[config.mk]
export PLATFORM = sky130hd
export DESIGN_NAME = bcd_formatter_flat
export DESIGN_NICKNAME = d
export VERILOG_FILES = /design/src/rtl/bcd_formatter_pkg.sv /design/src/rtl/bcd_formatter_if.sv /design/src/rtl/bcd_formatter_add3.sv /design/src/rtl/bcd_formatter.sv /design/src/flat_wrapper.sv
export SDC_FILE = /design/constraint.sdc
export NUM_CORES = 1
export LEC_CHECK = 0
export CAP_MARGIN = 5
export CORE_ASPECT_RATIO = 1.4
export CORE_MARGIN = 3
export CORE_UTILIZATION = 45
export CTS_CLUSTER_SIZE = 20
export DETAILED_ROUTE_END_ITERATION = 12
export HOLD_SLACK_MARGIN = 0.05
export PLACE_DENSITY = 0.69
export SKIP_LAST_GASP = 1
export SLEW_MARGIN = 20
export SYNTH_ARGS = -nofsm -noshare
export SYNTH_HDL_FRONTEND = slang
export SYNTH_SLANG_ARGS = --single-unit
[constraint.sdc]
create_clock -name clock -period 1.5 [get_ports clock]
set_clock_uncertainty 0.15 [all_clocks]
set_input_delay 0.225 -clock clock [delete_from_list [all_inputs] [get_ports clock]]
set_output_delay 0.225 -clock clock [all_outputs]
set_load 0.05 [all_outputs]
[src/rtl/bcd_formatter_pkg.sv]
// Shared types and constants for the binary-to-BCD display formatter.
package bcd_pkg;

    localparam int DIGITS = 8;
    localparam int unsigned MAX_VALUE = 99_999_999;

    typedef enum logic [1:0] {
        IDLE,
        SHIFT,
        LOAD
    } state_t;

    typedef logic [DIGITS-1:0][3:0] bcd_digits_t;

endpackage

[src/rtl/bcd_formatter_if.sv]
// Request/result bundle between a producer of binary values and the BCD formatter.
interface bcd_formatter_if
    import bcd_pkg::*;
#(
    parameter int WIDTH = 27
) ();

    logic             start;
    logic [WIDTH-1:0] value;
    logic             dp_en;
    logic [2:0]       dp_pos;
    logic             busy;
    logic             done;
    logic             overflow;
    bcd_digits_t      display;
    logic [7:0]       en;
    logic [7:0]       dots;

    modport master (
        output start, value, dp_en, dp_pos,
        input  busy, done, overflow, display, en, dots
    );

    modport slave (
        input  start, value, dp_en, dp_pos,
        output busy, done, overflow, display, en, dots
    );

endinterface

[src/rtl/bcd_formatter_add3.sv]
// Double-dabble digit correction: a digit of 5 or more gets 3 added before the shift.
module bcd_add3 (
    input  logic [3:0] din,
    output logic [3:0] dout
);

    always_comb begin
        dout = (din >= 4'd5) ? din + 4'd3 : din;
    end

endmodule

[src/rtl/bcd_formatter.sv]
// Sequential double-dabble converter driving an 8-digit BCD screen.
// Define BCD_FORMATTER_LZB_EN to compile in leading-zero blanking of the digit enables.
module bcd_formatter
    import bcd_pkg::*;
#(
    parameter int WIDTH = 27
) (
    input logic            clock,
    input logic            rst,
    bcd_formatter_if.slave bus
);

    localparam int CW = $clog2(WIDTH + 1);

    state_t           state;
    state_t           state_next;
    logic [WIDTH-1:0] bin;
    bcd_digits_t      bcd;
    bcd_digits_t      result;
    logic [31:0]      adj;
    logic [CW-1:0]    cnt;
    logic             dp_en_q;
    logic [2:0]       dp_pos_q;
    logic             ovf_q;

    genvar i;
    generate
        for (i = 0; i < DIGITS; i++) begin : g_add3
            bcd_add3 u_add3 (
                .din  (bcd[i]),
                .dout (adj[4*i +: 4])
            );
        end
    endgenerate

`ifdef BCD_FORMATTER_LZB_EN
    // Once a digit is lit, every less significant digit must stay lit as well.
    function automatic logic [7:0] digit_enables(input bcd_digits_t d, input logic dp_on,
                                                 input logic [2:0] pos);
        logic [7:0] mask;
        logic       lit;
        mask = 8'h00;
        lit  = 1'b0;
        for (int k = DIGITS - 1; k >= 0; k--) begin
            lit     = lit | (d[k] != 4'd0) | (k == 0) | (dp_on && (k <= int'(pos)));
            mask[k] = lit;
        end
        return mask;
    endfunction
`else
    assign bus.en = 8'hFF;
`endif

    always_ff @(posedge clock) begin
        if (rst) begin
            state <= IDLE;
        end else begin
            state <= state_next;
        end
    end

    always_comb begin
        state_next = state;
        case (state)
            IDLE:    if (bus.start) state_next = SHIFT;
            SHIFT:   if (cnt == CW'(1)) state_next = LOAD;
            LOAD:    state_next = IDLE;
            default: state_next = IDLE;
        endcase
    end

    always_comb begin
        bus.busy = (state != IDLE);
    end

    assign result = ovf_q ? {DIGITS{4'd9}} : bcd;

    // Visible outputs only change in LOAD, so the screen never shows a partial conversion.
    always_ff @(posedge clock) begin
        if (rst) begin
            bin          <= '0;
            bcd          <= '0;
            cnt          <= '0;
            dp_en_q      <= 1'b0;
            dp_pos_q     <= 3'd0;
            ovf_q        <= 1'b0;
            bus.done     <= 1'b0;
            bus.overflow <= 1'b0;
            bus.display  <= '0;
            bus.dots     <= 8'h00;
`ifdef BCD_FORMATTER_LZB_EN
            bus.en       <= 8'h01;
`endif
        end else begin
            bus.done <= 1'b0;
            case (state)
                IDLE: begin
                    if (bus.start) begin
                        bin      <= bus.value;
                        bcd      <= '0;
                        cnt      <= CW'(WIDTH);
                        dp_en_q  <= bus.dp_en;
                        dp_pos_q <= bus.dp_pos;
                        ovf_q    <= (32'(bus.value) > MAX_VALUE);
                    end
                end
                SHIFT: begin
                    // A carry out of the top digit also means the value did not fit.
                    bcd   <= {adj[30:0], bin[WIDTH-1]};
                    bin   <= bin << 1;
                    cnt   <= cnt - CW'(1);
                    ovf_q <= ovf_q | adj[31];
                end
                LOAD: begin
                    bus.done     <= 1'b1;
                    bus.overflow <= ovf_q;
                    bus.display  <= result;
                    bus.dots     <= dp_en_q ? (8'h01 << dp_pos_q) : 8'h00;
`ifdef BCD_FORMATTER_LZB_EN
                    bus.en       <= digit_enables(result, dp_en_q, dp_pos_q);
`endif
                end
                default: ;
            endcase
        end
    end

endmodule

[src/flat_wrapper.sv]
// flat-port wrapper written by rule: the top's interface ports become plain ports
module bcd_formatter_flat import bcd_pkg::*;
#(
    parameter int WIDTH = 27
)
  (clock, rst, bus_start, bus_value, bus_dp_en, bus_dp_pos, bus_busy, bus_done, bus_overflow, bus_display, bus_en, bus_dots);
  bcd_formatter_if #(.WIDTH(WIDTH)) bus_i ();
  input logic clock;
  input logic rst;
  input wire logic [$bits(bus_i.start)-1:0] bus_start;
  input wire logic [$bits(bus_i.value)-1:0] bus_value;
  input wire logic [$bits(bus_i.dp_en)-1:0] bus_dp_en;
  input wire logic [$bits(bus_i.dp_pos)-1:0] bus_dp_pos;
  output wire logic [$bits(bus_i.busy)-1:0] bus_busy;
  output wire logic [$bits(bus_i.done)-1:0] bus_done;
  output wire logic [$bits(bus_i.overflow)-1:0] bus_overflow;
  output wire logic [$bits(bus_i.display)-1:0] bus_display;
  output wire logic [$bits(bus_i.en)-1:0] bus_en;
  output wire logic [$bits(bus_i.dots)-1:0] bus_dots;
  assign bus_i.start = bus_start;
  assign bus_i.value = bus_value;
  assign bus_i.dp_en = bus_dp_en;
  assign bus_i.dp_pos = bus_dp_pos;
  assign bus_busy = bus_i.busy;
  assign bus_done = bus_i.done;
  assign bus_overflow = bus_i.overflow;
  assign bus_display = bus_i.display;
  assign bus_en = bus_i.en;
  assign bus_dots = bus_i.dots;
  bcd_formatter #(.WIDTH(WIDTH)) u_core (.clock(clock), .rst(rst), .bus(bus_i));
endmodule
==> implementation parameters, run 1 <==
Parameter                              Value

STA
  Unrepaired setup endpoints after global routing ... true
  Min Tclk post-route ... around 1500 ps
  Setup ws final ... -30.4 ps
  Fin. max-slew vios ... 0
  Maximum operating frequency ... 0.653 GHz
  Fin crit share ... 1.02
  Setup Viol. Count Final ... 12
  Final Hold Fails ... 0

Clock tree
  Clock tree root driver cell ... clkbuf_16
  Deepest level of the CTS H-tree ... 4
  Clock Tree Buf Depth ... 2
  TritonCTS clock tree ... built
  Number of buffers inserted during clock tree synthesis ... 17
  Clock slew at the register clock pins of the worst setup and hold paths ... 50 ps
  Count of hold buffers inserted by post-cts repair ... 0
  Number of sinks on the clock net ... 113
  Worst-Skew Late Latency ... 420 ps

Yosys
  Area share of the leading cell type in the synthesized netlist ... 0.437
  Seq/Total Area, Yosys ... 0.437
  Cells after synthesis ... approximately 610
  Cell types with the largest area share after synthesis ... dfxtp_1 (44%), nand2_1 (5.6%), a21oi_1 (5.1%), nor3_1 (5.0%), nor2_1 (4.9%)
  Fraction of registers with async set/reset ... 0
  Distinct cell type count of the synthesized netlist ... 39
  Top cell type by total area after synthesis ... dfxtp_1
  Most used flip-flop cell after synthesis ... dfxtp_1
  Post-synth EDFFs ... 0
  Mean instance size in the synthesized netlist ... 8.49 sq um
  Number of synthesized register bits ... 113
  Number of warnings issued by yosys ... 0
  Post-synthesis instance area ... 0.00517 sq mm

Finish
  Highest-count cells in the layout ignoring fill and taps ... dfxtp_1 (92), nand2_1 (76), buf_4 (69)
  Fraction of layout instances using a drive strength above 1 ... 0.327
  Final core area utilization ... 0.727
  Post-synthesis to final-layout area growth ... 55.2%
  Number of antenna cells inserted ... 0
  Post-layout net count ... between 700 and 800
  Most common library cell in the layout ignoring fill and taps ... dfxtp_1

Power
  Worst VDD drop ... 0.875 mV
  Power density of the placed cells ... 1090 mW/mm^2
  Leakage ... 0.00310 uW

Routing
  First-pass detailed-route iteration total ... 7
  Total Wirelength ... 15000 microns
  1st-iter DRT viols ... 228
  Number of DRC violations after detailed routing ... 0
  Via count of the routed design ... around 5k
  Routed vias/inst ... 5.56
  Routed Antenna Nets ... 0
  Routed len/inst ... 16.7 microns

Die
  Core area ... 0.0110 sq mm
  Top-level port count ... 85
  Full die area ... 0.0128 sq mm
  Width of the die ... slightly below 100 microns
  DIE HEIGHT ... around 130 microns
  Initial Util ... 0.469
  Total number of placement rows ... 45

Global route
  Largest net degree at the start of global routing ... 83
  Number of antenna violations at the first check in global routing ... 0
  Global route total overflow ... 0
  Number of global-route vias before repair ... a little under 5k
  Global-route wire length before repair ... approximately 23000 microns
  Overall fraction of global-route tracks in use ... 0.219

Critical path
  Critical-path maximum fanout ... 8
  Kind of critical path ... flop to flop
  CP Data Required Time ... ~1700 ps
  Critical Path Start Type ... flop
  Kind of end point of the critical path ... flop
  Arrival time of the worst setup path ... roughly 1700 ps

Placement
  Global placer's final weighted congestion ... 0.836
  Worst setup slack before clock tree synthesis ... -572 ps
  Port bufs ... between 70 and 80
  Detailed Place HPWL ... around 9500 microns

Hold path
  Type of the worst min-delay path ... input pin to flop

Outcome
  Status ... finished, violations left
  Failing checks ... setup timing

Run
  Number of maximum-capacitance constraint violations ... 0
## layer usage
metal	global-route usage	wire, microns	vias up
met5	0	0	-
met4	0.115	488	0
met3	0.0649	825	40
met2	0.398	8130	168
met1	0.225	5540	2396
li1	-	-	2384
## path summary, 6_finish.rpt
path / from / endpoint / slack [ps] / depth (start not counted)
worst max-delay path: u_core.state[0]$_SDFFE_PP0P_ / u_core.bcd[23]$_SDFFE_PP0P_ / -30 / 5
worst min-delay path: rst / u_core.bcd[20]$_SDFFE_PP0P_ / 130 / 3
worst max register to register: u_core.state[0]$_SDFFE_PP0P_ / u_core.bcd[23]$_SDFFE_PP0P_ / -30 / 5
worst min register to register: u_core.bin[26]$_SDFFE_PP0P_ / u_core.bcd[0]$_SDFFE_PP0P_ / 310 / 2
## cell families (layout without fill, tap and decap cells)
logic type	after synthesis	after routing	synth area share
xor+xnor	18	18	0.0305
fa+ha+maj	18	18	0.0435
simple gates	255	255	0.230
compound gates	124	124	0.173
other cells	1	8	0.000725
buf+inv	72	212	0.0697
flops	113	113	0.437
mux	8	8	0.0155
## flip-flops by register name, indices dropped and copies added, names as in the netlist
name                 flops
u_core.bus.done          1
u_core.dp_en_q           1
u_core.bus.overflow      1
u_core.bus.display      32
u_core.cnt               5
u_core.bus.dots          8
u_core.state             2
u_core.bin              27
u_core.dp_pos_q          3
u_core.ovf_q             1
u_core.bcd              32
## critical path, cell delays in order (launching register included)
cell and delay [ps]:
dfxtp_4 380, nor2b_4 150, buf_4 160, nor2_2 260, o21ai_0 190, a21oi_1 170
## Yosys cell counts, types with 2 or more instances
library cell and instances:
dfxtp_1 113, nand2_1 77, nor2_1 67, a21oi_1 53, nor3_1 52, inv_1 19
nand3_1 19, buf_2 18, ha_1 18, clkbuf_1 17, o21ai_0 17, a22o_1 16
a311oi_1 14, a311oi_2 13, buf_4 10, nand2b_1 10, xnor2_1 10, nand3b_1 9
mux2i_1 8, xor2_1 8, or3_1 7, a22oi_1 6, buf_1 4, buf_6 4
nor2b_1 4, a32oi_1 2, nor3b_2 2
## through the flow
stage               cells  area (sq um)  setup TNS, ps  power, uW  hold WS [ps]
floorplan             616          5200              0       3880           211
global placement      856          6950         -22530       4230           290
detailed placement    856          6950         -26100       4260           302
CTS                   891          7730           -104       8710           113
global route          897          8030          -3740       9030           123
finish                897          8030           -139       8740           130
## layout make-up
type | count | area, sq um
fillers | 762 | 3010
multi-input cells | 431 | 2820
flip-flops and latches | 113 | 2300
repair buffers | 161 | 2000
clock buffers | 22 | 474
clock inverters | 10 | 180
well taps | 141 | 176
inverters | 19 | 73.8
## timing repair
item                       4_1_cts  5_1_grt
pin swaps                       12       17
setup buffers                    4        4
resized for setup               39       59
cloned                           0        2
setup endpoints to repair       77       52
## where the power goes
| group | switching (uW) | internal (uW) |
|---|---|---|
| clock | 1370 | 3070 |
| sequential | 99.6 | 3130 |
| combinational | 591 | 490 |
Note: power is estimated with default switching activity, not from simulation.
==> run 2: changes to the inputs <==
--- a/config.mk
+++ b/config.mk
@@ -6,14 +6,12 @@
 export NUM_CORES = 1
 export LEC_CHECK = 0
 export CAP_MARGIN = 5
-export CORE_ASPECT_RATIO = 1.4
 export CORE_MARGIN = 3
 export CORE_UTILIZATION = 45
 export CTS_CLUSTER_SIZE = 20
 export DETAILED_ROUTE_END_ITERATION = 12
 export HOLD_SLACK_MARGIN = 0.05
 export PLACE_DENSITY = 0.69
-export SKIP_LAST_GASP = 1
 export SLEW_MARGIN = 20
 export SYNTH_ARGS = -nofsm -noshare
 export SYNTH_HDL_FRONTEND = slang
==> run 2 against run 1 <==
The run still ends with setup timing left. Combinational power grew 20%. Via count grew 6.8%. Sequential cell count is the same. Non-clock buffer count grew 16. Die area shrank 0.14%. Highest routed layer unchanged. Core utilization grew 5.1 points. Maximum frequency shrank 3.9%. Critical path depth grew 2. Setup slack lost 63 ps.
==> implementation parameters, run 2 (synthesized netlist as in run 1, its figures left out) <==
Parameter                              Value

Placement
  Port bufs ... 76 (unchanged)
  Global placer's final weighted congestion ... 0.827 (-1.1%)
  Cell area after placement ... 0.00710 sq mm (+2.2%)
  Instance count after placement with tap cells included ... 867 (+1.3%)
  Detailed Place HPWL ... 9280 microns (-2.4%)

Clock tree
  Worst-Skew Late Latency ... 420 ps (about the same)
  Number of buffers inserted during clock tree synthesis ... 17 (unchanged)
  Number of sinks on the clock net ... 113 (unchanged)
  TritonCTS clock tree ... built
  Clock slew at the register clock pins of the worst setup and hold paths ... 60 ps (about the same)
  Deepest level of the CTS H-tree ... 4 (unchanged)
  Clock tree root driver cell ... clkbuf_16
  Clock Tree Buf Depth ... 2 (unchanged)

Finish
  Registers with the most flip-flops ... u_core.bcd: 32 flops, u_core.bus.display: 32 flops, u_core.bin: 27 flops
  Post-route non-filler standard cell count ... 912 (+1.7%)
  Post-Layout Inst Area ... 0.00859 sq mm (+7.0%)
  Number of antenna cells inserted ... 0 (unchanged)
  Filler instances ... 622 (-18%)
  Most common library cell in the layout ignoring fill and taps ... dfxtp_1
  Final core area utilization ... 0.778 (+0.0513)
  Fraction of layout instances using a drive strength above 1 ... 0.411 (+0.0839)
  Post-synthesis to final-layout area growth ... 66.0%
  Post-layout net count ... 811 (+2.0%)
  Highest-count cells in the layout ignoring fill and taps ... dfxtp_1 (92), buf_4 (75), nor2_1 (66)

Global route
  Global-route wire length before repair ... 24700 microns (+7.3%)
  Largest net degree at the start of global routing ... 91 (+9.6%)
  Number of antenna violations at the first check in global routing ... 0 (unchanged)
  Global route total overflow ... 0 (unchanged)
  Overall fraction of global-route tracks in use ... 0.237 (+0.0175)
  Number of global-route vias before repair ... 5085 (+2.4%)

Die
  Core area ... 0.0110 sq mm (about the same)
  Initial Util ... 0.469 (about the same)
  Top-level port count ... 85 (unchanged)
  Full die area ... 0.0128 sq mm (-0.14%)
  Total number of placement rows ... 38 (-16%)
  DIE HEIGHT ... 113 microns (-15%)
  Width of the die ... 113 microns (+17%)

Routing
  Total Wirelength ... 18200 microns (+22%)
  First-pass detailed-route iteration total ... 7 (unchanged)
  Met1 Routed Length ... 7230 microns (+31%)
  1st-iter DRT viols ... 517 (+130%)
  Routed vias/inst ... 5.84 (+5.1%)
  Routed wire length on met2 ... 8940 microns (+10%)
  Amount of wire on met3 after detailed routing ... 1380 microns (+68%)
  Routed Antenna Nets ... 0 (unchanged)
  Via count of the routed design ... 5329 (+6.8%)
  Number of DRC violations after detailed routing ... 0 (unchanged)
  Max layer used ... met4
  Routed len/inst ... 20.0 microns (+20%)

Hold path
  Startpoint of the worst hold path ... bus_dp_pos[1]
  Type of the worst min-delay path ... input pin to flop

STA
  Min Tclk post-route ... 1590 ps (+62.9 ps)
  Fin crit share ... 1.06 (+0.0419)
  Headroom to the max-slew limit ... 0.656
  Final Hold Fails ... 0 (unchanged)
  Setup ws final ... -93.3 ps (-62.9 ps)
  Final worst hold slack ... 196 ps (+65.8 ps)
  Unrepaired setup endpoints after global routing ... true
  Fin. max-slew vios ... 0 (unchanged)
  Aggregate negative setup slack ... -842 ps (-703 ps)
  Setup Viol. Count Final ... 30 (+18)
  Worst-margin pin slew ... between 500 and 600 ps
  Maximum operating frequency ... 0.628 GHz (-3.9%)

Run
  Number of maximum-capacitance constraint violations ... 0 (unchanged)

Critical path
  Last element of the critical path ... u_core.cnt[4]$_SDFFE_PP0P_
  Critical-path maximum fanout ... 6 (-2)
  Cell depth of the worst flop-to-flop path ... 7 (+2)
  Worst flop-to-flop path startpoint ... u_core.state[1]$_SDFFE_PP0P_
  Kind of critical path ... flop to flop
  R2R Setup Slk ... -90 ps (-60 ps)
  Worst Setup SP ... u_core.state[1]$_SDFFE_PP0P_
  CP Data Required Time ... 1630 ps (-60 ps)
  Critical Path Start Type ... flop
  Arrival time of the worst setup path ... 1730 ps (about the same)
  Kind of end point of the critical path ... flop
  Worst r2r dst ... u_core.cnt[4]$_SDFFE_PP0P_

Power
  Power density of the placed cells ... 1060 mW/mm^2 (-2.9%)
  Leakage ... 0.00331 uW (+6.7%)
  Worst VDD drop ... 0.776 mV (-11%)

Outcome
  Failing checks ... setup timing
  Status ... finished, violations left
==> run 2: changes by cell type in the layout (fill, tap and decap cells not counted), moves of 5 or more <==
cell      delta
a311oi_1    -12
a311oi_2    +12
buf_4        +6
ha_1         -6
ha_4         +9
inv_4        +5
nand2_1     -17
nand2_2     +11
nand2_4      +6
nor3_1       -7
nor3_2       +7
==> run 2: layout make-up <==
class                      instances  area [sq um]  area share
clock inverter                    13           209      0.0243
multi-input combinational        431          3160       0.368
sequential                       113          2310       0.269
inverter                          19          86.3      0.0101
clock buffer                      19           453      0.0527
tap                              140           175      0.0204
timing repair buffer             177          2190       0.255
==> run 2: through the flow <==
stage / worst slack (ps) / total power, uW
after floorplan: 13.1 / 3880
after global placement: -455 / 4300
after detailed placement: -508 / 4330
after CTS: -28.2 / 8840
after global routing: -135 / 9300
final: -93.3 / 9080
==> run 2: how the worst min path moves through the flow <==
| stage | end | slack, ps | cells after the start |
|---|---|---|---|
| after floorplan | u_core.dp_en_q$_SDFFE_PP0P_ | 210 | 2 |
| after global placement | u_core.bcd[0]$_SDFFE_PP0P_ | 300 | 2 |
| after detailed placement | u_core.bcd[0]$_SDFFE_PP0P_ | 300 | 2 |
| after CTS | u_core.dp_pos_q[1]$_SDFFE_PP0P_ | 190 | 3 |
| after global routing | u_core.dp_pos_q[1]$_SDFFE_PP0P_ | 200 | 3 |
| final | u_core.dp_pos_q[1]$_SDFFE_PP0P_ | 200 | 3 |
==> run 2: what timing repair did <==
action / 4_1_cts / 5_1_grt
setup buffers: 2 / 11
endpoints found under the setup margin: 84 / 81
pin swaps: 14 / 43
cloned: 0 / 2
endpoints found under the hold margin: 7 / 0
resized for setup: 50 / 132
hold buffers: 1 / 0
==> run 2: critical path, stage by stage, from the launching register on <==
cell and delay, ps:
dfxtp_4 360, buf_4 140, nor2b_4 130, buf_6 140, buf_6 120, nand3_2 80
xor2_1 220, a21oi_1 100
==> run 2: power breakdown <==
part,internal [uW],switching [uW]
clock network,3030,1530
logic,600,700
registers,3120,101
total,6750,2330
==> run 2: layer usage <==
metal | GRT usage | up-vias
li1 | - | 2415
met1 | 0.297 | 2568
met2 | 0.383 | 271
met3 | 0.0652 | 75
met4 | 0.101 | 0
met5 | 0 | -
